`config.mk`:
```
export PLATFORM = sky130hd
export DESIGN_NAME = dbg_mem_loader_flat
export DESIGN_NICKNAME = d
export VERILOG_FILES = /design/src/rtl/dbg_mem_loader_pkg.sv /design/src/rtl/dbg_mem_loader_if.sv /design/src/rtl/dbg_mem_loader_cnt.sv /design/src/rtl/dbg_mem_loader.sv /design/src/flat_wrapper.sv
export SDC_FILE = /design/constraint.sdc
export NUM_CORES = 1
export LEC_CHECK = 0
export CORE_MARGIN = 5
export CORE_UTILIZATION = 35
export DETAILED_ROUTE_END_ITERATION = 7
export GPL_ROUTABILITY_DRIVEN = 0
export MAX_ROUTING_LAYER = met4
export PLACE_DENSITY_LB_ADDON = 0.1
export SETUP_SLACK_MARGIN = 0.02
export SYNTH_ARGS = -nofsm -noshare
export SYNTH_HDL_FRONTEND = slang
export SYNTH_SLANG_ARGS = --single-unit
export TNS_END_PERCENT = 30
```
`constraint.sdc`:
```
create_clock -name clk -period 6.2 [get_ports clk]
set_clock_uncertainty 0.1 [all_clocks]
set_input_delay 0.62 -clock clk [delete_from_list [all_inputs] [get_ports clk]]
set_output_delay 0.62 -clock clk [all_outputs]
set_load 0.02 [all_outputs]
```
`src/rtl/dbg_mem_loader_pkg.sv`:
```
// dbg_mem_loader_pkg: shared constants and helpers for the debug-port program loader.
//
// Contents:
//   St*      FSM state encodings (plain localparams so older tools can consume them)
//   nb_of()  byte-lane count for a given data width
//
// The VERIFY encoding is only reachable when DBG_MEM_LOADER_VERIFY_EN is defined.

package dbg_mem_loader_pkg;

    localparam int unsigned StateW = 3;

    localparam logic [StateW-1:0] StLoad   = 3'd0;
    localparam logic [StateW-1:0] StWrite  = 3'd1;
    localparam logic [StateW-1:0] StVerify = 3'd2;
    localparam logic [StateW-1:0] StSettle = 3'd3;
    localparam logic [StateW-1:0] StRun    = 3'd4;

    // Number of byte lanes in a data word; DATA_W is expected to be a multiple of 8.
    function automatic int unsigned nb_of(input int unsigned data_w);
        return data_w / 8;
    endfunction

endpackage

```
`src/rtl/dbg_mem_loader_if.sv`:
```
// dbg_mem_loader_if: bundles the loader's beat stream and the SoC debug memory port.
//
// Signals:
//   in_valid/in_ready   beat handshake (source -> loader)
//   in_data/in_mask     word and byte enables of the beat
//   in_last             final beat of the program
//   dbg_mem_op          debug port owns memory
//   dbg_adr/dbg_do      write address / write data
//   dbg_wren            byte write mask
//   dbg_di              read data from memory (used only by the verify pass)
//
// Modports:
//   master  the environment: stream source plus memory
//   slave   the loader itself

interface dbg_mem_loader_if
    import dbg_mem_loader_pkg::*;
#(
    parameter int unsigned ADDR_W = 32,
    parameter int unsigned DATA_W = 32
) ();

    localparam int unsigned NB = nb_of(DATA_W);

    logic              in_valid;
    logic              in_ready;
    logic [DATA_W-1:0] in_data;
    logic [NB-1:0]     in_mask;
    logic              in_last;

    logic              dbg_mem_op;
    logic [ADDR_W-1:0] dbg_adr;
    logic [DATA_W-1:0] dbg_do;
    logic [NB-1:0]     dbg_wren;
    logic [DATA_W-1:0] dbg_di;

    modport master (
        output in_valid, in_data, in_mask, in_last, dbg_di,
        input  in_ready, dbg_mem_op, dbg_adr, dbg_do, dbg_wren
    );

    modport slave (
        input  in_valid, in_data, in_mask, in_last, dbg_di,
        output in_ready, dbg_mem_op, dbg_adr, dbg_do, dbg_wren
    );

endinterface

```
`src/rtl/dbg_mem_loader_cnt.sv`:
```
// dbg_mem_loader_cnt: loadable down-counter shared by the write-hold, verify and settle waits.
//
// Ports:
//   clk_i       clock
//   rst_ni      asynchronous active-low reset
//   load_i      load load_val_i (has priority over dec_i)
//   load_val_i  value to load
//   dec_i       decrement, saturating at zero
//   count_o     current count
//   zero_o      count is zero

module dbg_mem_loader_cnt #(
    parameter int unsigned Width = 4
) (
    input  logic             clk_i,
    input  logic             rst_ni,
    input  logic             load_i,
    input  logic [Width-1:0] load_val_i,
    input  logic             dec_i,
    output logic [Width-1:0] count_o,
    output logic             zero_o
);

    logic [Width-1:0] count_d, count_q;

    always_comb begin
        count_d = count_q;
        if (load_i) begin
            count_d = load_val_i;
        end else if (dec_i && (count_q != '0)) begin
            count_d = count_q - Width'(1);
        end
    end

    always_ff @(posedge clk_i or negedge rst_ni) begin
        if (!rst_ni) begin
            count_q <= '0;
        end else begin
            count_q <= count_d;
        end
    end

    assign count_o = count_q;
    assign zero_o  = (count_q == '0);

endmodule

```
`src/rtl/dbg_mem_loader.sv`:
```
// dbg_mem_loader: debug-port program loader. Holds the CPU in reset, writes a stream of
// masked words to consecutive addresses from BASE_ADR through the SoC debug memory port,
// waits HOLD_CYCLES and then releases cpu_n_reset.
//
// Ports:
//   clk          system clock
//   n_reset      asynchronous active-low reset
//   start        restart a load (honoured in RUN only)
//   bus          dbg_mem_loader_if.slave: beat stream in, debug memory port out
//   cpu_n_reset  CPU reset, active low
//   busy         high in every state except RUN
//   err          sticky verify mismatch
//
// Build option: define DBG_MEM_LOADER_VERIFY_EN to read back every written word and flag
// lane mismatches on err. Without it the VERIFY state is absent, dbg_di is ignored and err
// is tied low.
//
// Beat timing: accept (1 clock in LOAD), WR_CYCLES clocks with the port driven, one idle
// clock that closes WRITE, then (verify builds) 2 read-back clocks.

module dbg_mem_loader
    import dbg_mem_loader_pkg::*;
#(
    parameter int unsigned     ADDR_W      = 32,
    parameter int unsigned     DATA_W      = 32,
    parameter logic [ADDR_W-1:0] BASE_ADR  = ADDR_W'(32'h20000),
    parameter int unsigned     WR_CYCLES   = 4,
    parameter int unsigned     HOLD_CYCLES = 8,
    parameter bit              BOOT_RUN    = 1'b0
) (
    input  logic             clk,
    input  logic             n_reset,
    input  logic             start,
    dbg_mem_loader_if.slave  bus,
    output logic             cpu_n_reset,
    output logic             busy,
    output logic             err
);

    localparam int unsigned NB      = nb_of(DATA_W);
    localparam int unsigned CntMax  = (WR_CYCLES > HOLD_CYCLES) ? WR_CYCLES : HOLD_CYCLES;
    localparam int unsigned CntW    = $clog2(CntMax + 1);
    localparam logic [ADDR_W-1:0] AdrStep = ADDR_W'(NB);
    // WRITE counts WR_CYCLES..0: the port is driven while the count is non-zero, and the
    // clock at zero is the idle clock that closes the write.
    localparam logic [CntW-1:0] WrLoad   = CntW'(WR_CYCLES);
    localparam logic [CntW-1:0] HoldLoad = CntW'(HOLD_CYCLES - 1);
    localparam logic [StateW-1:0] StReset = BOOT_RUN ? StRun : StLoad;

    logic [StateW-1:0] state_d, state_q;
    logic [ADDR_W-1:0] adr_d, adr_q;
    logic              last_d, last_q;
    logic              mem_op_d, mem_op_q;
    logic [ADDR_W-1:0] dbg_adr_d, dbg_adr_q;
    logic [DATA_W-1:0] dbg_do_d, dbg_do_q;
    logic [NB-1:0]     wren_d, wren_q;
    logic              cpu_n_reset_d, cpu_n_reset_q;
    logic              busy_d, busy_q;
    logic              in_ready;

    logic              cnt_load;
    logic [CntW-1:0]   cnt_val;
    logic              cnt_dec;
    logic [CntW-1:0]   cnt_count;
    logic              cnt_zero;

    dbg_mem_loader_cnt #(
        .Width (CntW)
    ) u_cnt (
        .clk_i      (clk),
        .rst_ni     (n_reset),
        .load_i     (cnt_load),
        .load_val_i (cnt_val),
        .dec_i      (cnt_dec),
        .count_o    (cnt_count),
        .zero_o     (cnt_zero)
    );

    // Gated by n_reset so the source sees no ready while the block is held in reset.
    assign in_ready = (state_q == StLoad) && n_reset;

`ifdef DBG_MEM_LOADER_VERIFY_EN
    logic [NB-1:0] mask_d, mask_q;
    logic          err_d, err_q;
    logic          lane_mismatch;

    // dbg_do_q still holds the written word during VERIFY.
    always_comb begin
        lane_mismatch = 1'b0;
        for (int unsigned i = 0; i < NB; i++) begin
            if (mask_q[i] && (bus.dbg_di[8*i +: 8] != dbg_do_q[8*i +: 8])) begin
                lane_mismatch = 1'b1;
            end
        end
    end

    assign err = err_q;
`else
    logic unused_dbg_di;
    assign unused_dbg_di = ^bus.dbg_di;
    assign err = 1'b0;
`endif

    always_comb begin
        state_d   = state_q;
        adr_d     = adr_q;
        last_d    = last_q;
        mem_op_d  = mem_op_q;
        dbg_adr_d = dbg_adr_q;
        dbg_do_d  = dbg_do_q;
        wren_d    = wren_q;
        cnt_load  = 1'b0;
        cnt_val   = '0;
        cnt_dec   = 1'b0;
`ifdef DBG_MEM_LOADER_VERIFY_EN
        mask_d    = mask_q;
        err_d     = err_q;
`endif

        case (state_q)
            StLoad: begin
                if (bus.in_valid && in_ready) begin
                    last_d = bus.in_last;
`ifdef DBG_MEM_LOADER_VERIFY_EN
                    mask_d = bus.in_mask;
`endif
                    if (bus.in_mask == '0) begin
                        // Empty beat: consume it and skip its address without a port cycle.
                        adr_d = adr_q + AdrStep;
                        if (bus.in_last) begin
                            state_d  = StSettle;
                            cnt_load = 1'b1;
                            cnt_val  = HoldLoad;
                        end
                    end else begin
                        state_d   = StWrite;
                        mem_op_d  = 1'b1;
                        dbg_adr_d = adr_q;
                        dbg_do_d  = bus.in_data;
                        wren_d    = bus.in_mask;
                        cnt_load  = 1'b1;
                        cnt_val   = WrLoad;
                    end
                end
            end

            StWrite: begin
                if (cnt_zero) begin
                    adr_d = adr_q + AdrStep;
`ifdef DBG_MEM_LOADER_VERIFY_EN
                    state_d  = StVerify;
                    mem_op_d = 1'b1;
                    cnt_load = 1'b1;
                    cnt_val  = CntW'(1);
`else
                    if (last_q) begin
                        state_d  = StSettle;
                        cnt_load = 1'b1;
                        cnt_val  = HoldLoad;
                    end else begin
                        state_d = StLoad;
                    end
`endif
                end else begin
                    cnt_dec = 1'b1;
                    if (cnt_count == CntW'(1)) begin
                        mem_op_d = 1'b0;
                        wren_d   = '0;
                    end
                end
            end

`ifdef DBG_MEM_LOADER_VERIFY_EN
            StVerify: begin
                // Two read clocks on the same address; dbg_di is sampled on the second.
                if (cnt_zero) begin
                    mem_op_d = 1'b0;
                    if (lane_mismatch) begin
                        err_d = 1'b1;
                    end
                    if (last_q) begin
                        state_d  = StSettle;
                        cnt_load = 1'b1;
                        cnt_val  = HoldLoad;
                    end else begin
                        state_d = StLoad;
                    end
                end else begin
                    cnt_dec = 1'b1;
                end
            end
`endif

            StSettle: begin
                if (cnt_zero) begin
                    state_d = StRun;
                end else begin
                    cnt_dec = 1'b1;
                end
            end

            StRun: begin
                if (start) begin
                    state_d = StLoad;
                    adr_d   = BASE_ADR;
`ifdef DBG_MEM_LOADER_VERIFY_EN
                    err_d   = 1'b0;
`endif
                end
            end

            default: begin
                state_d  = StLoad;
                mem_op_d = 1'b0;
                wren_d   = '0;
            end
        endcase

        // Registered from the next state so cpu_n_reset cannot glitch on a state decode.
        cpu_n_reset_d = (state_d == StRun);
        busy_d        = (state_d != StRun);
    end

    always_ff @(posedge clk or negedge n_reset) begin
        if (!n_reset) begin
            state_q       <= StReset;
            adr_q         <= BASE_ADR;
            last_q        <= 1'b0;
            mem_op_q      <= 1'b0;
            dbg_adr_q     <= BASE_ADR;
            dbg_do_q      <= '0;
            wren_q        <= '0;
            cpu_n_reset_q <= BOOT_RUN;
            busy_q        <= !BOOT_RUN;
        end else begin
            state_q       <= state_d;
            adr_q         <= adr_d;
            last_q        <= last_d;
            mem_op_q      <= mem_op_d;
            dbg_adr_q     <= dbg_adr_d;
            dbg_do_q      <= dbg_do_d;
            wren_q        <= wren_d;
            cpu_n_reset_q <= cpu_n_reset_d;
            busy_q        <= busy_d;
        end
    end

`ifdef DBG_MEM_LOADER_VERIFY_EN
    always_ff @(posedge clk or negedge n_reset) begin
        if (!n_reset) begin
            mask_q <= '0;
            err_q  <= 1'b0;
        end else begin
            mask_q <= mask_d;
            err_q  <= err_d;
        end
    end
`endif

    assign bus.in_ready   = in_ready;
    assign bus.dbg_mem_op = mem_op_q;
    assign bus.dbg_adr    = dbg_adr_q;
    assign bus.dbg_do     = dbg_do_q;
    assign bus.dbg_wren   = wren_q;
    assign cpu_n_reset    = cpu_n_reset_q;
    assign busy           = busy_q;

endmodule

```
`src/flat_wrapper.sv`:
```
// flat-port wrapper written by rule: the top's interface ports become plain ports
module dbg_mem_loader_flat import dbg_mem_loader_pkg::*;
#(
    parameter int unsigned     ADDR_W      = 32,
    parameter int unsigned     DATA_W      = 32,
    parameter logic [ADDR_W-1:0] BASE_ADR  = ADDR_W'(32'h20000),
    parameter int unsigned     WR_CYCLES   = 4,
    parameter int unsigned     HOLD_CYCLES = 8,
    parameter bit              BOOT_RUN    = 1'b0
)
  (clk, n_reset, start, cpu_n_reset, busy, err, bus_in_valid, bus_in_data, bus_in_mask, bus_in_last, bus_dbg_di, bus_in_ready, bus_dbg_mem_op, bus_dbg_adr, bus_dbg_do, bus_dbg_wren);
  dbg_mem_loader_if #(.ADDR_W(ADDR_W), .DATA_W(DATA_W)) bus_i ();
  input  logic clk;
  input  logic n_reset;
  input  logic start;
  output logic cpu_n_reset;
  output logic busy;
  output logic err;
  input wire logic [$bits(bus_i.in_valid)-1:0] bus_in_valid;
  input wire logic [$bits(bus_i.in_data)-1:0] bus_in_data;
  input wire logic [$bits(bus_i.in_mask)-1:0] bus_in_mask;
  input wire logic [$bits(bus_i.in_last)-1:0] bus_in_last;
  input wire logic [$bits(bus_i.dbg_di)-1:0] bus_dbg_di;
  output wire logic [$bits(bus_i.in_ready)-1:0] bus_in_ready;
  output wire logic [$bits(bus_i.dbg_mem_op)-1:0] bus_dbg_mem_op;
  output wire logic [$bits(bus_i.dbg_adr)-1:0] bus_dbg_adr;
  output wire logic [$bits(bus_i.dbg_do)-1:0] bus_dbg_do;
  output wire logic [$bits(bus_i.dbg_wren)-1:0] bus_dbg_wren;
  assign bus_i.in_valid = bus_in_valid;
  assign bus_i.in_data = bus_in_data;
  assign bus_i.in_mask = bus_in_mask;
  assign bus_i.in_last = bus_in_last;
  assign bus_i.dbg_di = bus_dbg_di;
  assign bus_in_ready = bus_i.in_ready;
  assign bus_dbg_mem_op = bus_i.dbg_mem_op;
  assign bus_dbg_adr = bus_i.dbg_adr;
  assign bus_dbg_do = bus_i.dbg_do;
  assign bus_dbg_wren = bus_i.dbg_wren;
  dbg_mem_loader #(.ADDR_W(ADDR_W), .DATA_W(DATA_W), .BASE_ADR(BASE_ADR), .WR_CYCLES(WR_CYCLES), .HOLD_CYCLES(HOLD_CYCLES), .BOOT_RUN(BOOT_RUN)) u_core (.clk(clk), .n_reset(n_reset), .start(start), .bus(bus_i), .cpu_n_reset(cpu_n_reset), .busy(busy), .err(err));
endmodule
```
==> impl_metrics.py <==
metrics = {
    "floorplanning": {
        "start_util_pct": 36.0,
        "die_area_mm2": 0.0169,
        "row_count": 43,
        "fp.dieH_um": 130,
        "core-area_mm2": 0.0140,
        "io_pins": 146,
        "dieWidth_um": 130,
    },
    "sta": {
        "period_needed_ns": 2.79,
        "rsz0062_at_grt": "no",
        "fin_crit_sh_pct": 45.0,
        "hold_violations": 0,
        "fmax_mhz": 358,
        "slew_violations": 0,
        "setup_viol": 0,
        "finalSetupTns_ns": 0,
        "fin_ws_ns": 3.41,
        "whs_ns": 0.195,
        "max-slew-margin-rel_pct": 34.0,
        "worst_slew_pin_slew_ns": 0.981,
    },
    "layout": {
        "layout_common_cells": "clkdlybuf4s50_1, dfrtp_1, mux2_2",
        "fin_nets": 592,
        "final_common_cell": "clkdlybuf4s50_1",
        "syn_to_final_growth_pct": 30.5,
        "drive_above_1_share_pct": 19.2,
        "n_antenna_cell": 0,
    },
    "power_and_ir_drop": {
        "total_power_w": 0.00257,
        "leakagePower_nw": 2.75,
        "vdd_drop_max_mv": 0.223,
        "power_per_cell_area_mw_per_mm2": 392,
    },
    "cts": {
        "numCtsBuffers": 9,
        "cts_buffer_depth": 2,
        "htreeDepth": 3,
        "cts_tree": "done",
        "worst_skew_pair.late_latency_ns": 0.36,
        "cts_root_buf": "clkbuf_16",
        "cts.clk_slew.worst_paths_ns": 0.07,
        "holdBufCountCts": 0,
        "cts.sinks": 107,
        "cts_resized": 0,
        "post_cts_buffers": 0,
    },
    "place": {
        "pre_cts_ws_ns": 3.01,
        "dpl.hpwl_um": 7770,
        "port_buffers": 110,
    },
    "setup_path": {
        "end_kind": "flop",
        "rr_endpoint": "u_core.adr_q[16]",
        "crit_path_max_fanout": 45,
        "path_cells": "clkdlybuf4s50_1 > nor4_1 > nor4_4 > buf_4 > o2bb2ai_1 > a22o_1",
        "reg2reg_slack_ns": 3.67,
        "cp_num_buf_inv": 2,
        "path_depth": 6,
        "rr_worst_depth": 6,
        "r2r_start": "u_core.u_cnt.count_o[0]",
        "critical-path-top-delay-family": "simple AND/OR/NAND/NOR gates",
        "cpPeakStageDelay_ns": 0.86,
        "crit_required_ns": 6.39,
        "slowest_stage": "nor4_1",
        "cp.arrival_ns": 2.98,
        "startpoint_type": "primary input",
        "worstSetupPathType": "primary input to flop",
    },
    "global_route": {
        "track_usage_pct": 14.5,
        "use_met3_pct": 4.71,
        "grt-busiest-layer": "met2",
        "grt_pass1_wl_um": 18900,
        "globalRouteOverflowTotal": 0,
        "use_met2_pct": 21.5,
        "antenna_found_initial": 0,
        "grt_pass1_vias": 3682,
        "grt_max_degree": 63,
        "grtUsageMet1_pct": 18.6,
    },
    "yosys": {
        "yosysWarnings": 0,
        "synth-main-ff-cell": "dfrtp_1",
        "syn_avg_cell_area_um2": 12.2,
        "syn_area_mm2": 0.00503,
        "async_flop_share_pct": 100,
        "synth-edff-count": 0,
        "synth-seq-cells": 107,
        "netlist_instances": 414,
        "synth_cell_types": 50,
        "seq_area_frac_synth_pct": 53.3,
    },
    "flow_run": {
        "cap_violations": 0,
    },
    "routing": {
        "dr.first_iter.drc_count": 150,
        "via_per_inst": 5.05,
        "wire_per_inst_um": 16.0,
        "ant_nets": 0,
        "drc": 0,
        "routed_wl_um": 11200,
        "drt_pass1_iterations": 4,
        "vias": 3539,
    },
    "min_path": {
        "min_path_type": "primary input to asynchronous set/reset pin",
    },
    "outcome": {
        "status": "completed",
    },
}
-- synthesized netlist by cell type, types with 8 or more instances --
cell | count | area, µm²
dfrtp_1 | 104 | 2600
mux2_2 | 57 | 642
nand2_1 | 41 | 154
mux2i_1 | 24 | 240
nand2b_1 | 24 | 150
nand3_1 | 12 | 60.1
clkbuf_1 | 10 | 37.5
nand4_1 | 10 | 62.6
nor3_1 | 10 | 50.1
o21ai_0 | 9 | 45.0
buf_2 | 8 | 40.0
nor4_2 | 8 | 100
-- worst max-delay path by stage --
| stage | startpoint | to | slack [ns] |
|---|---|---|---|
| final | bus_in_mask[1] | u_core.bus.dbg_wren[2] | 3.41 |
| after global routing | n_reset | u_core.bus.dbg_wren[1] | 3.23 |
| after CTS | bus_in_mask[1] | u_core.bus.dbg_wren[2] | 3.36 |
| after detailed placement | bus_in_mask[1] | u_core.bus.dbg_wren[3] | 3.01 |
| after global placement | bus_in_mask[1] | u_core.bus.dbg_wren[1] | 2.99 |
| after floorplan | bus_in_mask[1] | u_core.adr_q[27] | 3.88 |
-- final cells by class --
cell class	count	area [µm²]
Tap cell	180	225
Multi-Input combinational cell	279	2200
Fill cell	1328	7420
Sequential cell	107	2680
Timing Repair Buffer	115	1140
Clock inverter	6	71.3
Inverter	4	15.0
Clock buffer	10	239
-- logic make-up after synthesis --
| group | Yosys count | share of synthesized area [%] |
|---|---|---|
| simple gates | 149 | 18.9 |
| fa+ha+maj | 3 | 0.746 |
| other cells | 1 | 0.0745 |
| xor+xnor | 3 | 0.522 |
| flops | 107 | 53.3 |
| mux | 86 | 18.6 |
| compound gates | 35 | 4.67 |
| buf+inv | 30 | 3.18 |
-- per-layer routing --
metal  up-vias  wire (µm)
met5         -          0
met4         0        204
met3        11        797
met2        91       5030
met1      1747       5200
li1       1690          -
-- through the flow --
stage	utilization, %	cells	instance area [µm²]
final	46.9	701	6570
after floorplan	-	416	5040
after CTS	46.9	701	6570
after global placement	44.7	685	6260
after detailed placement	44.7	685	6260
after global routing	46.9	701	6570
-- worst reg2reg max path: stages, from the launching register on --
cell     delay, ns
dfrtp_1       0.42
inv_1         0.08
ha_1          0.20
or4b_4        0.50
a211o_1       0.56
nor4b_2       0.39
mux2i_1       0.21
-- state kept, by name (all words and copies together), names as in the netlist --
register,flops
u_core.busy,1
u_core.state_q,3
u_core.bus.dbg_mem_op,1
u_core.cpu_n_reset,1
u_core.bus.dbg_adr,30
u_core.bus.dbg_do,32
u_core.u_cnt.count_o,4
u_core.adr_q,30
u_core.last_q,1
u_core.bus.dbg_wren,4
-- report_power, final --
part / switching [W] / total, W / internal, W
registers: 0.000126 / 0.00101 / 0.000883
logic: 0.000489 / 0.000965 / 0.000476
clock network: 0.000272 / 0.000601 / 0.000328
total: 0.000887 / 0.00257 / 0.00169
(Power assumes the default switching activity.)
